===== src/rtl/pc_fetch_reg.sv =====
// Fetch-stage PC register with branch/flush/stall arbitration and IF/ID register.
// Optional PC_FETCH_PERF_CNT_EN adds fetch and redirect performance counters.
module pc_fetch_reg #(
  parameter int unsigned     PC_W     = 32,
  parameter logic [PC_W-1:0] RESET_PC = 32'hBFC00000
) (
  input  logic            clk,
  input  logic            rst,
  input  logic            stall,
  input  logic            flush,
  input  logic [PC_W-1:0] flush_pc,
  input  logic            br_taken,
  input  logic [PC_W-1:0] br_target,
  input  logic [PC_W-1:0] pc_next,
  output logic [PC_W-1:0] pc,
  output logic            inst_sram_en,
  output logic [PC_W-1:0] inst_sram_addr,
  output logic [PC_W-1:0] if_id_pc,
  output logic            if_id_valid,
  output logic            if_id_adel
`ifdef PC_FETCH_PERF_CNT_EN
  ,
  output logic [31:0]     fetch_cnt,
  output logic [31:0]     redirect_cnt
`endif
);

  typedef enum logic [0:0] {StIdle, StPend} state_e;

  state_e          state_q, state_d;
  logic [PC_W-1:0] pc_q, pc_d;
  logic [PC_W-1:0] pend_q, pend_d;
  logic            run_q;
  logic [PC_W-1:0] if_id_pc_q;
  logic            if_id_valid_q;
  logic            if_id_adel_q;
  logic            redirect;
  logic            aligned;

  assign aligned = (pc_q[1:0] == 2'b00);

  // State register
  always_ff @(posedge clk) begin
    if (rst) begin
      state_q <= StIdle;
    end else begin
      state_q <= state_d;
    end
  end

  // Next-state logic
  always_comb begin
    state_d = state_q;
    if (flush) begin
      state_d = StIdle;
    end else if (br_taken && !stall) begin
      state_d = StIdle;
    end else if (br_taken) begin
      state_d = StPend;
    end else if (state_q == StPend && !stall) begin
      state_d = StIdle;
    end
  end

  // PC / pending-target selection in priority order
  always_comb begin
    pc_d     = pc_q;
    pend_d   = pend_q;
    redirect = 1'b0;
    if (flush) begin
      pc_d     = flush_pc;
      pend_d   = '0;
      redirect = 1'b1;
    end else if (br_taken && !stall) begin
      pc_d     = br_target;
      redirect = 1'b1;
    end else if (br_taken) begin
      pend_d = br_target;
    end else if (state_q == StPend && !stall) begin
      pc_d     = pend_q;
      redirect = 1'b1;
    end else if (!stall && run_q) begin
      // The first cycle after reset holds RESET_PC so it is actually fetched.
      pc_d = pc_next;
    end
  end

  always_ff @(posedge clk) begin
    if (rst) begin
      pc_q   <= RESET_PC;
      pend_q <= '0;
      run_q  <= 1'b0;
    end else begin
      pc_q   <= pc_d;
      pend_q <= pend_d;
      run_q  <= 1'b1;
    end
  end

  always_ff @(posedge clk) begin
    if (rst) begin
      if_id_pc_q    <= '0;
      if_id_valid_q <= 1'b0;
      if_id_adel_q  <= 1'b0;
    end else if (flush) begin
      if_id_pc_q    <= pc_q;
      if_id_valid_q <= 1'b0;
      if_id_adel_q  <= 1'b0;
    end else if (!stall) begin
      if_id_pc_q    <= pc_q;
      if_id_valid_q <= run_q;
      if_id_adel_q  <= run_q & ~aligned;
    end
  end

  // Outputs
  always_comb begin
    pc             = pc_q;
    inst_sram_addr = pc_q;
    inst_sram_en   = ~rst & run_q & ~stall & aligned;
    if_id_pc       = if_id_pc_q;
    if_id_valid    = if_id_valid_q;
    if_id_adel     = if_id_adel_q;
  end

`ifdef PC_FETCH_PERF_CNT_EN
  logic [31:0] fetch_cnt_q, redirect_cnt_q;

  always_ff @(posedge clk) begin
    if (rst) begin
      fetch_cnt_q    <= '0;
      redirect_cnt_q <= '0;
    end else begin
      if (inst_sram_en && !flush) begin
        fetch_cnt_q <= fetch_cnt_q + 32'd1;
      end
      if (redirect) begin
        redirect_cnt_q <= redirect_cnt_q + 32'd1;
      end
    end
  end

  assign fetch_cnt    = fetch_cnt_q;
  assign redirect_cnt = redirect_cnt_q;
`endif

endmodule


===== config.mk =====
export PLATFORM = sky130hd
export DESIGN_NAME = pc_fetch_reg
export DESIGN_NICKNAME = d
export VERILOG_FILES = /design/src/rtl/pc_fetch_reg.sv
export SDC_FILE = /design/constraint.sdc
export NUM_CORES = 1
export LEC_CHECK = 0
export BUFFER_PORTS_ARGS = -buffer_cell sky130_fd_sc_hd__buf_2
export CORE_ASPECT_RATIO = 1.4
export CORE_MARGIN = 1.5
export CORE_UTILIZATION = 40
export DETAILED_ROUTE_END_ITERATION = 8
export HOLD_SLACK_MARGIN = 0.06
export PLACE_DENSITY = 0.67
export SYNTH_ARGS = -nofsm -noshare
export SYNTH_HDL_FRONTEND = slang
export SYNTH_SLANG_ARGS = --single-unit

===== constraint.sdc =====
create_clock -name clk -period 3.2 [get_ports clk]
set_input_delay 0.32 -clock clk [delete_from_list [all_inputs] [get_ports clk]]
set_output_delay 0.32 -clock clk [all_outputs]
set_load 0.05 [all_outputs]

==> impl_results.md <==
- Status: finished, final reports clean
- WP data arrival: around 1800 ps
- HPWL Detailed: ~11 mm
- Initial antenna violation count: 1
- Post-Syn Nets: ~750
- CTS Buffer Depth: 2
- Clock Pin Slew Worst Setup and Hold Paths: 70 ps
- Number of antenna diodes: 0
- Most numerous cell in the Yosys netlist: nand2_1
- Post-DR vias/cell: 5.34
- CTS root buf: clkbuf_16
- Avg WL per Cell: about 16 µm
- Antenna viol nets, final: 0
- Chip width: between 90 and 100 µm
- Register area: 2000 µm²
- Final setup vio count: 0
- # nets final: roughly 880
- Post-CTS sizing: 0
- Commonest cells in the netlist: nand2_1, dfxtp_1, a21oi_1
- Max frequency: around 0.48 GHz
- First-pass GRT wire length: around 24 mm
- Post-Syn Instances: roughly 650
- HP Class: in2reg
- Global Route Usage Sum: ~22%
- Crit-path max FO: 36
- H-tree depth: 3
- Setup TNS: 0 ps
- Core Region: between 10,000 and 15,000 µm²
- Hold_buf cts: 0
- Post-synth top flop: dfxtp_1
- Number of flops mapped to enable cells by yosys: 0
- Final core utilization: 50.1%
- Vias in the first global route: around 4,600
- Cell Pwr Density: 523 nW/µm²
- DRC: 0
- Total global routing overflow: 0
- Rel. slew slack: between 30% and 40%
- Power consumption: around 3.2 mW
- Gpl congestion: around 0.96
- Cells along the critical path: buf_2 > inv_1 > and4_1 > buf_2
- Routed vias: 4,978
- Post-synth ARST share: 0%
- Worst-skew pair later-pin latency: 340 ps
- Slack of the critical path: about 1100 ps
- Synth unique cells: 32
- Synthesized area: 5110 µm²
- Fin. max-slew vios: 0
- Clock skew: 5.09 ps
- VDD IR max: approximately 230 µV
- Max-cap violations: 0
- Synthesis Warnings: 0
- CTS tree: yes
- PortBufs: around 200
- Syn_area_per_cell: ~7.9 µm²
- Critical Path Most Common Cell: buf_2
- Final Hold Slack: around 180 ps
- Area contributors post-synth: dfxtp_1, nand2_1, a21oi_1
- Slowest CP cell: buf_2
- Share of the yosys chip area belonging to registers: 39.2%
- Number of post-CTS setup repair buffers: 0
- Area occupied by multi-input gates: around 2500 µm²
- RSZ-0062 raised after global routing: no
- Tcrit/Tclk final: roughly two thirds
- # clock sinks: 100
- Worst path required time: 2880 ps
- Tightest Pin Transition: between 900 and 1000 ps
- CP peak stage delay: between 500 and 600 ps
- Largest net degree at the start of global routing: 38
- Layout cell share with drive strength beyond 1: 34.4%
- Site row count: 48
- CTS buffer count: 9
- Initial DRC count: 288
- Place WS: 1100 ps
- 1st-pass router iterations: 4
- Nature of the critical path startpoint: input port
- Synth area leader: dfxtp_1
- Setup crit end kind: primary output
- Endpoints failing hold: 0
- Crit path kind: in2out
- Routed WL: 15.3 mm
- Top-area cell type share of the netlist area: between 30% and 40%
- Crit path time final: ~2100 ps
- # IOs: 200
- Area growth, synth to finish: 21.2%
- Fillers: around 1,200
- Die height: approximately 140 µm
- Leak: approximately 2.7 nW
- Die ar.: roughly 13,000 µm²
- Initial Util: a little over 40%
- Synth Register Bits: 100
-- layout by cell type, fill, tap and decap left out, types with 2 or more instances in the layout --
master	synthesis	final
a211oi_1	9	9
a21oi_1	98	98
a22o_1	9	9
a41oi_1	9	9
and3b_1	9	9
buf_2	15	199
buf_4	32	10
clkbuf_16	0	9
dfxtp_1	100	100
inv_1	34	34
nand2_1	153	153
nand2b_1	24	24
nand3b_1	9	9
nor2_1	3	3
nor2b_1	12	10
nor2b_2	0	2
o211ai_1	23	23
o21ai_0	11	11
o221ai_1	3	3
o221ai_2	20	20
or3b_1	4	4
or3b_2	19	19
-- per-layer routing --
| metal | wire length (µm) | up-vias | track usage [%] | part of all wire, % |
|---|---|---|---|---|
| li1 | - | 2434 | - | - |
| met1 | 5750 | 2290 | 24.7 | 38 |
| met3 | 1210 | 39 | 4.70 | 7.9 |
| met4 | 595 | 0 | 11.3 | 3.9 |
| met5 | 0 | - | 0 | 0 |
| met2 | 7780 | 215 | 39.1 | 51 |
-- area by class of cell --
| type | count | area share (%) |
|---|---|---|
| multi-input combinational | 423 | 40.4 |
| sequential | 100 | 32.3 |
| timing repair buffer | 209 | 17.3 |
| clock buffer | 11 | 3.92 |
| tap | 150 | 3.03 |
| inverter | 34 | 2.06 |
| clock inverter | 5 | 0.970 |
-- worst max-delay path: cells and delay by family --
family,cells,cell delay (ps)
buffers and inverters,3,1130
AND/OR/NAND/NOR,1,310
-- through the flow --
stage	std cells	instance area [µm²]
finish	932	6190
global route	932	6190
CTS	932	6190
detailed placement	916	5890
global placement	916	5890
floorplan	645	5110
-- report_power, final --
group / switching [mW] / leakage (nW) / internal (mW)
Combinational: 0.564 / 1.69 / 0.205
Sequential: 0.0556 / 0.821 / 1.31
Clock: 0.472 / 0.146 / 0.631
Total: 1.09 / 2.66 / 2.15
-- worst paths after layout --
path | from | endpoint | slack (ps) | cells past startpoint
worst max-delay path | rst | inst_sram_en | 1110 | 4
worst min-delay path | flush_pc[10] | inst_sram_addr[10]$_SDFFE_PP0P_ | 180 | 3
worst max register to register | state_q$_SDFFE_PP0P_ | inst_sram_addr[18]$_SDFFE_PP0P_ | 1160 | 4
worst min register to register | if_id_pc[19]$_SDFFE_PP0P_ | if_id_pc[19]$_SDFFE_PP0P_ | 450 | 2
-- flip-flops by register name, summed over array words and instances, names as in the netlist --
signal	count
if_id_adel	1
inst_sram_addr	32
run_q	1
if_id_valid	1
pend_q	32
state_q	1
if_id_pc	32
-- cells by family (layout without fill, tap and decap cells) --
kind of cell | count (synthesis) | in the layout | synth area share (%)
AND/OR/NAND/NOR | 238 | 238 | 23.3
AO/OA/AOI/OAI | 185 | 185 | 25.5
buffers and inverters | 122 | 259 | 12.0
flip-flops | 100 | 100 | 39.2
Note: power is estimated with default switching activity, not from simulation.
